--- src/rtl/match_pkg.sv ---
// Shared defaults for the 1011-detector match path: widths, depth and the
// FIFO level-width helper used by the RTL, the detector wrapper and benches.
package match_pkg;

    localparam int POS_W_DEF = 16;
    localparam int DEPTH_DEF = 8;
    localparam int CNT_W_DEF = 16;

    // Level must represent 0..depth inclusive, hence depth+1 states.
    function automatic int level_width(input int depth);
        return $clog2(depth + 1);
    endfunction

endpackage

--- src/rtl/sync_fifo_fwft.sv ---
// First-word-fall-through synchronous FIFO: head entry is visible on dout
// whenever the FIFO is non-empty. Async reset and sync clear empty it.
module sync_fifo_fwft
    import match_pkg::*;
#(
    parameter int DATA_W = POS_W_DEF,
    parameter int DEPTH  = DEPTH_DEF,
    parameter int LVL_W  = level_width(DEPTH)
) (
    input  logic              clk,
    input  logic              reset,
    input  logic              clear,
    input  logic              push,
    input  logic              pop,
    input  logic [DATA_W-1:0] din,
    output logic [DATA_W-1:0] dout,
    output logic              full,
    output logic              empty,
    output logic [LVL_W-1:0]  level
);

    localparam int PTR_W = $clog2(DEPTH);

    logic [DATA_W-1:0] mem [DEPTH];
    logic [PTR_W-1:0]  wr_ptr;
    logic [PTR_W-1:0]  rd_ptr;
    logic              do_push;
    logic              do_pop;

    assign full  = (level == LVL_W'(DEPTH));
    assign empty = (level == {LVL_W{1'b0}});
    assign dout  = mem[rd_ptr];

    // Qualify requests: a push into a full FIFO is legal only alongside a pop.
    always_comb begin
        do_pop  = pop && !empty;
        do_push = push && (!full || do_pop);
    end

    // Storage; cleared so the head reads 0 while empty after reset/clear.
    always_ff @(posedge clk or posedge reset) begin
        if (reset) begin
            for (int i = 0; i < DEPTH; i++) begin
                mem[i] <= {DATA_W{1'b0}};
            end
        end else if (clear) begin
            for (int i = 0; i < DEPTH; i++) begin
                mem[i] <= {DATA_W{1'b0}};
            end
        end else if (do_push) begin
            mem[wr_ptr] <= din;
        end
    end

    // Read/write pointers wrap naturally at DEPTH (power of two).
    always_ff @(posedge clk or posedge reset) begin
        if (reset) begin
            wr_ptr <= {PTR_W{1'b0}};
            rd_ptr <= {PTR_W{1'b0}};
        end else if (clear) begin
            wr_ptr <= {PTR_W{1'b0}};
            rd_ptr <= {PTR_W{1'b0}};
        end else begin
            if (do_push) begin
                wr_ptr <= wr_ptr + PTR_W'(1);
            end
            if (do_pop) begin
                rd_ptr <= rd_ptr + PTR_W'(1);
            end
        end
    end

    // Occupancy counter covering 0..DEPTH; simultaneous push/pop holds it.
    always_ff @(posedge clk or posedge reset) begin
        if (reset) begin
            level <= {LVL_W{1'b0}};
        end else if (clear) begin
            level <= {LVL_W{1'b0}};
        end else begin
            case ({do_push, do_pop})
                2'b10:   level <= level + LVL_W'(1);
                2'b01:   level <= level - LVL_W'(1);
                default: level <= level;
            endcase
        end
    end

endmodule

--- src/rtl/match_event_fifo.sv ---
// Time-stamps each 1011-detector match with a free-running bit position and
// queues the stamps in a FWFT FIFO, with a saturating match count and overflow.
module match_event_fifo
    import match_pkg::*;
#(
    parameter int POS_W = POS_W_DEF,
    parameter int DEPTH = DEPTH_DEF,
    parameter int CNT_W = CNT_W_DEF
) (
    input  logic                          clk,
    input  logic                          reset,
    input  logic                          clear,
    input  logic                          match_in,
    output logic                          evt_valid,
    input  logic                          evt_ready,
    output logic [POS_W-1:0]              pos_out,
    output logic [level_width(DEPTH)-1:0] fifo_level,
    output logic [CNT_W-1:0]              match_count,
    output logic                          overflow
);

    localparam int LVL_W = level_width(DEPTH);

    logic [POS_W-1:0] pos;
    logic             fifo_full;
    logic             fifo_empty;
    logic             pop;
    logic             push;
    logic             drop;

    assign evt_valid = !fifo_empty;

    // A full FIFO still accepts a match when the consumer frees a slot this cycle.
    always_comb begin
        pop  = evt_valid && evt_ready;
        push = match_in && (!fifo_full || pop);
        drop = match_in && fifo_full && !pop;
    end

    sync_fifo_fwft #(
        .DATA_W (POS_W),
        .DEPTH  (DEPTH),
        .LVL_W  (LVL_W)
    ) u_fifo (
        .clk   (clk),
        .reset (reset),
        .clear (clear),
        .push  (push),
        .pop   (pop),
        .din   (pos),
        .dout  (pos_out),
        .full  (fifo_full),
        .empty (fifo_empty),
        .level (fifo_level)
    );

    // Free-running bit-position counter, wraps silently.
    always_ff @(posedge clk or posedge reset) begin
        if (reset) begin
            pos <= {POS_W{1'b0}};
        end else if (clear) begin
            pos <= {POS_W{1'b0}};
        end else begin
            pos <= pos + POS_W'(1);
        end
    end

    // Match counter saturates at all-ones; counts dropped matches too.
    always_ff @(posedge clk or posedge reset) begin
        if (reset) begin
            match_count <= {CNT_W{1'b0}};
        end else if (clear) begin
            match_count <= {CNT_W{1'b0}};
        end else if (match_in && (match_count != {CNT_W{1'b1}})) begin
            match_count <= match_count + CNT_W'(1);
        end else begin
            match_count <= match_count;
        end
    end

    // Sticky overflow flag.
    always_ff @(posedge clk or posedge reset) begin
        if (reset) begin
            overflow <= 1'b0;
        end else if (clear) begin
            overflow <= 1'b0;
        end else if (drop) begin
            overflow <= 1'b1;
        end else begin
            overflow <= overflow;
        end
    end

endmodule

--- config.mk ---
export PLATFORM = sky130hd
export DESIGN_NAME = match_event_fifo
export DESIGN_NICKNAME = d
export VERILOG_FILES = /design/src/rtl/match_pkg.sv /design/src/rtl/sync_fifo_fwft.sv /design/src/rtl/match_event_fifo.sv
export SDC_FILE = /design/constraint.sdc
export NUM_CORES = 1
export LEC_CHECK = 0
export BUFFER_PORTS_ARGS = -buffer_cell sky130_fd_sc_hd__buf_4
export CAP_MARGIN = 20
export CELL_PAD_IN_SITES_DETAIL_PLACEMENT = 1
export CELL_PAD_IN_SITES_GLOBAL_PLACEMENT = 2
export CORE_MARGIN = 2
export CORE_UTILIZATION = 40
export CTS_CLUSTER_SIZE = 40
export DETAILED_ROUTE_END_ITERATION = 10
export GPL_TIMING_DRIVEN = 1
export PLACE_DENSITY_LB_ADDON = 0.1
export SLEW_MARGIN = 20
export SYNTH_ARGS = -nofsm -noshare
export SYNTH_HDL_FRONTEND = slang
export SYNTH_HIERARCHICAL = 1
export SYNTH_SLANG_ARGS = --single-unit
--- constraint.sdc ---
create_clock -name clk -period 7.1 [get_ports clk]
set_input_delay 2.13 -clock clk [delete_from_list [all_inputs] [get_ports clk]]
set_output_delay 2.13 -clock clk [all_outputs]
set_load 0.005 [all_outputs]
# Word-level counts from Yosys, hierarchy flattened
# Cells that the tools add are included.
[word_totals]
reg_bits = 171
latchBits = 0
ramBits = 0
mem_bits_ro = 0
input_bits = 5
out_inout_bits = 38
wordCells = 67
n_memories = 0
[op_classes]
n_addsub = 6
n_mul = 0
n_div = 0
n_lt_le_gt_ge = 3
n_eq_ne = 4
n_shift = 0
muxes = 19
n_bitwise = 2
reduce_logical = 19
[op_table]
columns = ["cell", "n"]
rows = [
  ["two-way mux 128 bit", 2],
  ["bitwise mux 128 bit", 1],
  ["two-way mux 16 bit", 6],
  ["binary-select mux 16 bit (select 3 bit)", 1],
  ["demux 16 bit (select 3 bit)", 1],
  ["adder 16 x 1 -> 16 bit, second input constant", 2],
  ["inequality test 16 bit, second input constant", 1],
  ["two-way mux 3 bit", 4],
  [">= comparator 4 bit, second input constant", 2],
  ["logical AND 1 bit", 8],
  ["NOT 3 -> 4 bit", 2],
  ["case mux 4 bit (2 select lines)", 1],
  ["nonzero test 2 bit", 4],
  ["adder 3 x 1 -> 3 bit, second input constant", 2],
  ["adder 4 x 1 -> 4 bit, second input constant", 1],
  ["== test 4 bit, second input constant", 1],
  ["logical NOT 4 bit", 1],
  ["< comparator 4 x 1 -> 1 bit, second input constant", 1],
  ["two-way mux 4 bit", 1],
  ["subtractor 4 x 1 -> 4 bit, second input constant", 1],
  ["logical NOT 1 bit", 3],
  ["nonzero test 3 bit", 1],
  ["== test 2 x 1 -> 1 bit, second input constant", 1],
  ["== test 2 bit, second input constant", 1],
  ["other kinds (2)", 4],
]

# Depth between registers and ports, before layout
# Gate-level depths: netlist (run 1).
[logic_depth]
word_depth = 9
mapped_depth = 14

# Cells and area by module
# The synthesis (run 1) kept the hierarchy.
[modules_own_cells]
columns = ["mod", "n_inst", "cells_per_inst", "area_per_inst_um2", "seq_area_each_um2"]
rows = [
  ["sync_fifo_fwft", 1, 572, 7041.8, 3453.3],
  ["match_event_fifo", 1, 179, 1725.4, 825.8],
]

# Least setup slack after synthesis (run 1)
# Ideal clock, no wire load.
[synth_path]
path_type = "register to output"
start = "reg u_fifo.rd_ptr[0]"
end = "out pos_out[0]"
arrival_ns = 1.711
path_slack_ns = 3.259
stages_incl_launch_ff = 5
path_cell_list = "dfrtp_1 -> clkbuf_1 -> buf_2 -> mux4_2 -> mux2_2"
[synth_via]
elab_chain_cells = 4
[synth_rtl]
columns = ["element", "line", "source"]
rows = [
  ["start, declared", "sync_fifo_fwft.sv:26", "logic [PTR_W-1:0] rd_ptr;"],
  ["start signal, assigned", "sync_fifo_fwft.sv:59", "rd_ptr <= {PTR_W{1'b0}};"],
  ["start signal, assigned", "sync_fifo_fwft.sv:62", "rd_ptr <= {PTR_W{1'b0}};"],
  ["start signal, assigned", "sync_fifo_fwft.sv:68", "rd_ptr <= rd_ptr + PTR_W'(1);"],
  ["NOT 3 -> 4 bit (implied by the code)", "sync_fifo_fwft.sv:32", "assign dout = mem[rd_ptr];"],
  ["binary-select mux 16 bit (select 3 bit)", "sync_fifo_fwft.sv:32", ""],
  ["two-way mux 16 bit (implied by the code) (2 in a row)", "sync_fifo_fwft.sv:32", ""],
  ["end, declared", "match_event_fifo.sv:16", "output logic [POS_W-1:0] pos_out,"],
]
# Every way passes these cells. The select of a mux whose other input is x is not followed.

# Final worst setup path (run 1)
[layout_path]
start = "reg u_fifo.rd_ptr[0]"
end = "out pos_out[7]"
# Same word-level chain as after synthesis.

==> impl_metrics.prom, run 1 <==
# TYPE chip_impl_metric gauge
chip_impl_metric{name="post-route-drc-count",unit=""} 0
chip_impl_info{name="tritoncts",value="done"} 1
chip_impl_metric{name="synth.avg_cell_area",unit="µm²"} 11.7
chip_impl_metric{name="floorplan.die.height",unit="µm"} 152
chip_impl_metric{name="port_buffers",unit=""} 42
chip_impl_info{name="ys_dominant_reg_cell",value="sky130_fd_sc_hd__dfrtp_1"} 1
chip_impl_info{name="critical_path.reg2reg.startpoint",value="u_fifo/level[0]"} 1
chip_impl_metric{name="chipWidth",unit="µm"} 152
chip_impl_info{name="startpoint_type_of_the_worst_setup_path",value="flop"} 1
chip_impl_metric{name="drt_iter0_markers",unit=""} 210
chip_impl_metric{name="cts-hold-fix-buffers",unit=""} 0
chip_impl_metric{name="postCtsResizedCells",unit=""} 0
chip_impl_info{name="synthTopCellsByCount",value="sky130_fd_sc_hd__dfrtp_1, sky130_fd_sc_hd__nor2_1, sky130_fd_sc_hd__mux2i_1"} 1
chip_impl_metric{name="timing.fmax",unit="MHz"} 205
chip_impl_info{name="cells_taking_the_most_area_after_synthesis",value="sky130_fd_sc_hd__dfrtp_1, sky130_fd_sc_hd__mux2i_1, sky130_fd_sc_hd__mux4_2, sky130_fd_sc_hd__nor2_1, sky130_fd_sc_hd__mux2_2"} 1
chip_impl_metric{name="drive_above_1_share",unit=""} 0.191
chip_impl_metric{name="numClockSinks",unit=""} 171
chip_impl_metric{name="timing.critical_path.fanout_max",unit=""} 18
chip_impl_metric{name="synthDominantCellAreaShare",unit=""} 0.488
chip_impl_metric{name="cp_data_arrival_time",unit="ns"} 2.76
chip_impl_metric{name="timing_worst_slew_pin_value",unit="ns"} 1.02
chip_impl_metric{name="synth.cell_area",unit="µm²"} 8770
chip_impl_info{name="clockRootBuffer",value="sky130_fd_sc_hd__clkbuf_16"} 1
chip_impl_metric{name="initial_utilization",unit=""} 0.404
chip_impl_info{name="min_delay_worst_endpoint",value="overflow"} 1
chip_impl_metric{name="antenna_violating_nets_post_route",unit=""} 0
chip_impl_metric{name="postCtsSetupRepairBufs",unit=""} 0
chip_impl_metric{name="drv_slew",unit=""} 0
chip_impl_metric{name="io_pins",unit=""} 43
chip_impl_metric{name="layoutNonFillerInstCount",unit=""} 1046
chip_impl_metric{name="hold_viol_final",unit=""} 0
chip_impl_metric{name="power.static_leakage",unit="nW"} 4.54
chip_impl_metric{name="placement_rows",unit=""} 54
chip_impl_metric{name="floorplan.die_area",unit="µm²"} 23100
chip_impl_metric{name="synth.net_count",unit=""} 763
chip_impl_info{name="rsz0062_at_grt",value="no"} 1
chip_impl_metric{name="worstRegToRegCells",unit=""} 9
chip_impl_metric{name="ctsLongestPathBuffers",unit=""} 2
chip_impl_metric{name="max_cap_violations",unit=""} 0
chip_impl_metric{name="place_inst",unit=""} 1015
chip_impl_metric{name="dp.final_hpwl",unit="µm"} 13500
chip_impl_metric{name="grt_overflow",unit=""} 0
chip_impl_metric{name="layout-area-overhead-vs-synth",unit="%"} 11.1
chip_impl_metric{name="grt_antenna_before_repair",unit=""} 0
chip_impl_metric{name="yosys_register_bits",unit=""} 171
chip_impl_info{name="outcome",value="finished clean"} 1
chip_impl_metric{name="first_global_vias",unit=""} 6356
chip_impl_metric{name="synthCells",unit=""} 751
chip_impl_metric{name="core_area",unit="µm²"} 21700
chip_impl_metric{name="routed_wire_length_per_instance",unit="µm"} 21.6
chip_impl_metric{name="synth-seq-area-share",unit=""} 0.488
chip_impl_metric{name="period_share",unit=""} 0.689
chip_impl_info{name="min_path_type",value="reg2reg"} 1
chip_impl_metric{name="clkSlewWorstSetupHoldPaths",unit="ns"} 0.06
chip_impl_metric{name="max_slew_margin",unit=""} 0.319
chip_impl_info{name="r2r_end",value="u_fifo/mem[92]"} 1
chip_impl_info{name="timing_worst_setup_path_type",value="reg2out"} 1
chip_impl_metric{name="r2r_setup_slack",unit="ns"} 3.68
chip_impl_metric{name="postSynth.asyncResetShare",unit=""} 1.00
chip_impl_metric{name="detail_route.wirelength",unit="µm"} 22500
chip_impl_metric{name="timing.setup.tns",unit="ns"} 0
chip_impl_metric{name="n_antenna_cell",unit=""} 0
chip_impl_metric{name="route.vias.total",unit=""} 5805
chip_impl_metric{name="first_pass_grt_wire_length",unit="µm"} 36500
chip_impl_metric{name="maximum_number_of_pins_on_one_net_before_global_route_repair",unit=""} 101
chip_impl_metric{name="number_of_distinct_library_cells_after_synthesis",unit=""} 54
chip_impl_info{name="hold_path_startpoint",value="overflow"} 1
chip_impl_metric{name="groute.usage.overall",unit=""} 0.201
chip_impl_metric{name="cts_bufs_inserted",unit=""} 17
chip_impl_metric{name="h_tree_levels",unit=""} 4
chip_impl_metric{name="yosysWarnings",unit=""} 6
chip_impl_metric{name="setup_slack",unit="ns"} 2.21
chip_impl_metric{name="pwr_cell_area",unit="nW/µm²"} 259
chip_impl_metric{name="synth-edff-count",unit=""} 0
chip_impl_metric{name="drt_pass1_iterations",unit=""} 4
chip_impl_metric{name="min_path_cells",unit=""} 2
chip_impl_metric{name="fin_skew",unit="ns"} 0.00843
chip_impl_metric{name="finalSetupViolations",unit=""} 0
chip_impl_metric{name="clk-insertion-delay-late",unit="ns"} 0.43
chip_impl_info{name="netlist.top_cell.by_area",value="sky130_fd_sc_hd__dfrtp_1"} 1
chip_impl_metric{name="fillers",unit=""} 2286
chip_impl_metric{name="gp_congestion",unit=""} 0.727
chip_impl_metric{name="vias_per_cell",unit=""} 5.55
chip_impl_metric{name="period_minus_ws_final",unit="ns"} 4.89
chip_impl_info{name="critical_path.endpoint_type",value="output port"} 1
chip_impl_metric{name="pre_cts_slack",unit="ns"} 2.61
chip_impl_metric{name="vdd.ir_drop.worst",unit="µV"} 141
chip_impl_info{name="yosys.cell_count.top_type",value="sky130_fd_sc_hd__dfrtp_1"} 1
chip_impl_metric{name="required",unit="ns"} 4.97
chip_impl_metric{name="final_net_count",unit=""} 766
state kept, by name, indices dropped and copies added (netlist names):
| register | flops |
|---|---|
| u_fifo/mem | 128 |
| match_count | 16 |
| pos | 16 |
| u_fifo/level | 4 |
| u_fifo/rd_ptr | 3 |
| u_fifo/wr_ptr | 3 |
| overflow | 1 |
layer usage:
metal  vias to the layer above  GRT usage  wire (µm)
li1                       2640          -          -
met1                      3109      0.269      10600
met2                        43      0.344      11400
met3                        13     0.0297        329
met4                         0     0.0547        214
met5                         -          0          0
cell families (layout without fill, tap and decap cells):
group | Yosys count | count (layout) | synth area share
simple gates | 249 | 249 | 0.133
xor+xnor | 18 | 18 | 0.0180
flops | 171 | 171 | 0.488
compound gates | 50 | 50 | 0.0460
mux | 183 | 183 | 0.257
buf+inv | 73 | 88 | 0.0471
fa+ha+maj | 7 | 7 | 0.0108
worst max-delay path: stages (launching register included):
cell                      delay (ns)
sky130_fd_sc_hd__dfrtp_2        0.75
sky130_fd_sc_hd__buf_4          0.52
sky130_fd_sc_hd__mux4_2         0.59
sky130_fd_sc_hd__mux2_2         0.30
sky130_fd_sc_hd__buf_4          0.14
metrics by stage:
step	hold slack [ns]	area, µm²	utilization	power (mW)
2_1_floorplan	0.439	8770	-	1.45
3_3_place_gp	0.492	9120	0.420	1.54
3_5_place_dp	0.495	9120	0.420	1.56
4_1_cts	0.515	9740	0.449	2.56
5_1_grt	0.550	9740	0.449	2.64
6_report	0.506	9740	0.449	2.52
final cells by class:
class | instances | area (µm²) | share of cell area
multi-input cells | 507 | 4080 | 0.418
clock inverters | 10 | 163 | 0.0167
inverters | 6 | 27.5 | 0.00283
flip-flops and latches | 171 | 4280 | 0.440
repair buffers | 51 | 383 | 0.0393
clock buffers | 21 | 460 | 0.0473
well taps | 280 | 350 | 0.0360
report_power, final:
part | switching (mW) | internal [mW] | leakage (nW) | total, mW
logic | 0.273 | 0.187 | 1.87 | 0.460
clock network | 0.390 | 0.607 | 0.300 | 0.997
registers | 0.0698 | 0.997 | 2.38 | 1.07
total | 0.733 | 1.79 | 4.54 | 2.52
cell usage in the layout (no fill, tap or decap), types with 7 or more instances in the layout:
master | netlist | routed
sky130_fd_sc_hd__mux2_2 | 16 | 16
sky130_fd_sc_hd__mux2i_1 | 133 | 133
sky130_fd_sc_hd__mux4_2 | 32 | 32
sky130_fd_sc_hd__or3_1 | 7 | 7
sky130_fd_sc_hd__clkbuf_16 | 0 | 17
sky130_fd_sc_hd__nand2_1 | 14 | 14
sky130_fd_sc_hd__dfrtp_1 | 171 | 169
sky130_fd_sc_hd__xor2_1 | 13 | 13
sky130_fd_sc_hd__buf_4 | 12 | 51
sky130_fd_sc_hd__a21oi_1 | 12 | 12
sky130_fd_sc_hd__nor2_1 | 162 | 162
sky130_fd_sc_hd__nand4_1 | 13 | 13
sky130_fd_sc_hd__nand3_1 | 15 | 15
how the worst max path moves through the flow:
stage | startpoint | end | slack (ns) | cells past startpoint
floorplan | reset | u_fifo/level[0] | 1.27 | 1
global placement | u_fifo/rd_ptr[0] | pos_out[3] | 2.62 | 4
detailed placement | u_fifo/rd_ptr[0] | pos_out[3] | 2.61 | 4
CTS | u_fifo/rd_ptr[0] | pos_out[7] | 2.12 | 4
global route | u_fifo/rd_ptr[0] | pos_out[3] | 2.07 | 4
finish | u_fifo/rd_ptr[0] | pos_out[7] | 2.21 | 4
(Power assumes the default switching activity.)
==> run 2, diff against run 1 <==
clock period = 5.02 ns   (was 7.1 ns; I/O delays follow)
==> run 2 against run 1 <==
Sequential power increased by 42%. Global-route usage decreased by 0.24 points. Sequential share of layout area decreased by 0.20 points. Flip-flop and latch count unchanged. Via count increased by 0.95%.
==> impl_metrics.prom, run 2 (synthesis results as in run 1) <==
# TYPE chip_impl_metric gauge
chip_impl_info{name="timing.critical_path.max_delay_family",value="flip-flops"} 1
chip_impl_metric{name="numClockSinks",unit=""} 171
chip_impl_info{name="tritoncts",value="done"} 1
chip_impl_metric{name="route.vias.total",unit=""} 5860
chip_impl_metric{name="io_pins",unit=""} 43
chip_impl_metric{name="groute.usage.overall",unit=""} 0.199
chip_impl_metric{name="max_ffs_per_register",unit=""} 128
chip_impl_metric{name="floorplan.die_area",unit="µm²"} 23100
chip_impl_metric{name="period_share",unit=""} 0.817
chip_impl_metric{name="worstRegToRegCells",unit=""} 10
chip_impl_metric{name="clkSlewWorstSetupHoldPaths",unit="ns"} 0.08
chip_impl_info{name="registers.top_by_ff_count",value="u_fifo/mem"} 1
chip_impl_metric{name="cp_data_arrival_time",unit="ns"} 2.59
chip_impl_metric{name="pwr_cell_area",unit="nW/µm²"} 364
chip_impl_metric{name="hold_viol_final",unit=""} 0
chip_impl_metric{name="required",unit="ns"} 3.51
chip_impl_metric{name="post-route-cell-area",unit="µm²"} 9780
chip_impl_metric{name="layoutNonFillerInstCount",unit=""} 1050
chip_impl_metric{name="max_slew_margin",unit=""} 0.288
chip_impl_metric{name="clk-insertion-delay-late",unit="ns"} 0.44
chip_impl_info{name="rsz0062_at_grt",value="no"} 1
chip_impl_metric{name="timing.critical_path.fanout_max",unit=""} 18
chip_impl_metric{name="gp_congestion",unit=""} 0.712
chip_impl_metric{name="initial_utilization",unit=""} 0.404
chip_impl_metric{name="dp.final_hpwl",unit="µm"} 13500
chip_impl_metric{name="post-route-drc-count",unit=""} 0
chip_impl_metric{name="cts-hold-fix-buffers",unit=""} 0
chip_impl_metric{name="first_global_vias",unit=""} 6382
chip_impl_metric{name="postCtsResizedCells",unit=""} 0
chip_impl_info{name="timing_worst_setup_path_type",value="reg2out"} 1
chip_impl_metric{name="layout-area-overhead-vs-synth",unit="%"} 11.6
chip_impl_metric{name="grt_antenna_before_repair",unit=""} 0
chip_impl_metric{name="pre_cts_slack",unit="ns"} 1.08
chip_impl_metric{name="timing.setup.tns",unit="ns"} 0
chip_impl_metric{name="maximum_number_of_pins_on_one_net_before_global_route_repair",unit=""} 99
chip_impl_metric{name="drv_slew",unit=""} 0
chip_impl_metric{name="placed_area",unit="µm²"} 9160
chip_impl_metric{name="port_buffers",unit=""} 42
chip_impl_metric{name="drt_iter0_markers",unit=""} 306
chip_impl_metric{name="postCtsSetupRepairBufs",unit=""} 0
chip_impl_info{name="worst_path_cell_trace",value="buf_12 > mux4_2 > mux2_2 > buf_4"} 1
chip_impl_info{name="clockRootBuffer",value="sky130_fd_sc_hd__clkbuf_16"} 1
chip_impl_metric{name="drive_above_1_share",unit=""} 0.196
chip_impl_metric{name="routed_wire_length_per_instance",unit="µm"} 21.0
chip_impl_metric{name="fin_skew",unit="ns"} 0.00687
chip_impl_metric{name="r2r_setup_slack",unit="ns"} 1.40
chip_impl_metric{name="vias_per_cell",unit=""} 5.58
chip_impl_info{name="cp_slowest_cell",value="sky130_fd_sc_hd__dfrtp_2"} 1
chip_impl_metric{name="max_cap_violations",unit=""} 0
chip_impl_metric{name="power.static_leakage",unit="nW"} 4.57
chip_impl_info{name="r2r_end",value="u_fifo/mem[17]"} 1
chip_impl_metric{name="setup_slack",unit="ns"} 0.920
chip_impl_metric{name="core_area",unit="µm²"} 21700
chip_impl_metric{name="grt_overflow",unit=""} 0
chip_impl_info{name="most_common_library_cell_in_the_layout_ignoring_fill_and_taps",value="sky130_fd_sc_hd__dfrtp_1"} 1
chip_impl_metric{name="timing.fmax",unit="MHz"} 244
chip_impl_metric{name="cp_num_buf_inv",unit=""} 2
chip_impl_metric{name="ctsLongestPathBuffers",unit=""} 2
chip_impl_metric{name="chipWidth",unit="µm"} 152
chip_impl_metric{name="finalSetupViolations",unit=""} 0
chip_impl_metric{name="final_standard_cell_utilization_of_the_core",unit=""} 0.451
chip_impl_info{name="critical_path.endpoint_type",value="output port"} 1
chip_impl_metric{name="detail_route.wirelength",unit="µm"} 22000
chip_impl_metric{name="min_path_cells",unit=""} 2
chip_impl_metric{name="period_minus_ws_final",unit="ns"} 4.10
chip_impl_metric{name="first_pass_grt_wire_length",unit="µm"} 36400
chip_impl_metric{name="timing_worst_slew_pin_value",unit="ns"} 1.07
chip_impl_info{name="cp-startpoint",value="u_fifo/rd_ptr[0]"} 1
chip_impl_metric{name="placement_rows",unit=""} 54
chip_impl_info{name="setup.worst_path.end",value="pos_out[10]"} 1
chip_impl_info{name="final_cell_mix",value="sky130_fd_sc_hd__dfrtp_1, sky130_fd_sc_hd__nor2_1, sky130_fd_sc_hd__mux2i_1, sky130_fd_sc_hd__buf_4, sky130_fd_sc_hd__mux4_2"} 1
chip_impl_info{name="outcome",value="finished clean"} 1
chip_impl_metric{name="place_inst",unit=""} 1017
chip_impl_metric{name="vdd.ir_drop.worst",unit="µV"} 185
chip_impl_info{name="critical_path.reg2reg.startpoint",value="u_fifo/level[0]"} 1
chip_impl_metric{name="cts_bufs_inserted",unit=""} 17
chip_impl_metric{name="n_antenna_cell",unit=""} 0
chip_impl_metric{name="floorplan.die.height",unit="µm"} 152
chip_impl_metric{name="antenna_violating_nets_post_route",unit=""} 0
chip_impl_metric{name="final_net_count",unit=""} 769
chip_impl_metric{name="critical_path_depth",unit=""} 4
chip_impl_metric{name="drt_pass1_iterations",unit=""} 4
chip_impl_metric{name="cpPeakStageDelay",unit="ns"} 0.86
chip_impl_metric{name="fillers",unit=""} 2323
chip_impl_info{name="reg_top3",value="u_fifo/mem x128, match_count x16, pos x16"} 1
chip_impl_info{name="startpoint_type_of_the_worst_setup_path",value="flop"} 1
chip_impl_info{name="min_path_type",value="reg2reg"} 1
chip_impl_metric{name="h_tree_levels",unit=""} 4
chip_impl_info{name="hold_path_startpoint",value="u_fifo/mem[3]"} 1
==> run 2: changes by cell type in the layout (fill, tap and decap cells not counted), moves of 2 or more <==
cell	previous run	this run
sky130_fd_sc_hd__bufinv_16	4	1
sky130_fd_sc_hd__clkbuf_1	2	0
sky130_fd_sc_hd__buf_12	0	3
sky130_fd_sc_hd__inv_8	0	7
sky130_fd_sc_hd__clkinv_2	2	0
==> run 2: worst min path at each step <==
stage	slack, ns	endpoint
5_1_grt	0.55	u_fifo/mem[63]
4_1_cts	0.52	u_fifo/mem[92]
2_1_floorplan	0.44	pos[0]
6_report	0.52	u_fifo/mem[3]
3_5_place_dp	0.51	u_fifo/mem[92]
3_3_place_gp	0.49	overflow
==> run 2: power breakdown <==
group	switching [mW]	leakage, nW	internal [mW]
sequential	0.108	2.38	1.41
clock	0.641	0.302	0.733
combinational	0.390	1.89	0.278
==> run 2: layout make-up <==
class | instances | area (µm²) | area share
Clock inverter | 14 | 169 | 0.0173
Multi-Input combinational cell | 507 | 4080 | 0.417
Inverter | 6 | 26.3 | 0.00269
Sequential cell | 171 | 4280 | 0.438
Clock buffer | 18 | 439 | 0.0449
Timing Repair Buffer | 54 | 443 | 0.0453
Tap cell | 280 | 350 | 0.0358
==> run 2: worst min-delay path: stages, from the launching register on <==
cell and delay [ns]:
sky130_fd_sc_hd__dfrtp_1 0.35, sky130_fd_sc_hd__mux2i_1 0.06, sky130_fd_sc_hd__nor2_1 0.07
==> run 2: layer usage <==
layer / up-vias / track usage / part of all wire
met5: - / 0 / 0
met4: 0 / 0.0507 / 0.014
met3: 25 / 0.0277 / 0.017
met2: 52 / 0.332 / 0.49
met1: 3122 / 0.275 / 0.48
li1: 2661 / - / -
==> run 2: metrics by stage <==
step | hold WS, ns | power, mW
finish | 0.521 | 3.56
global route | 0.554 | 3.73
CTS | 0.524 | 3.61
detailed placement | 0.507 | 2.22
global placement | 0.495 | 2.20
floorplan | 0.439 | 2.05
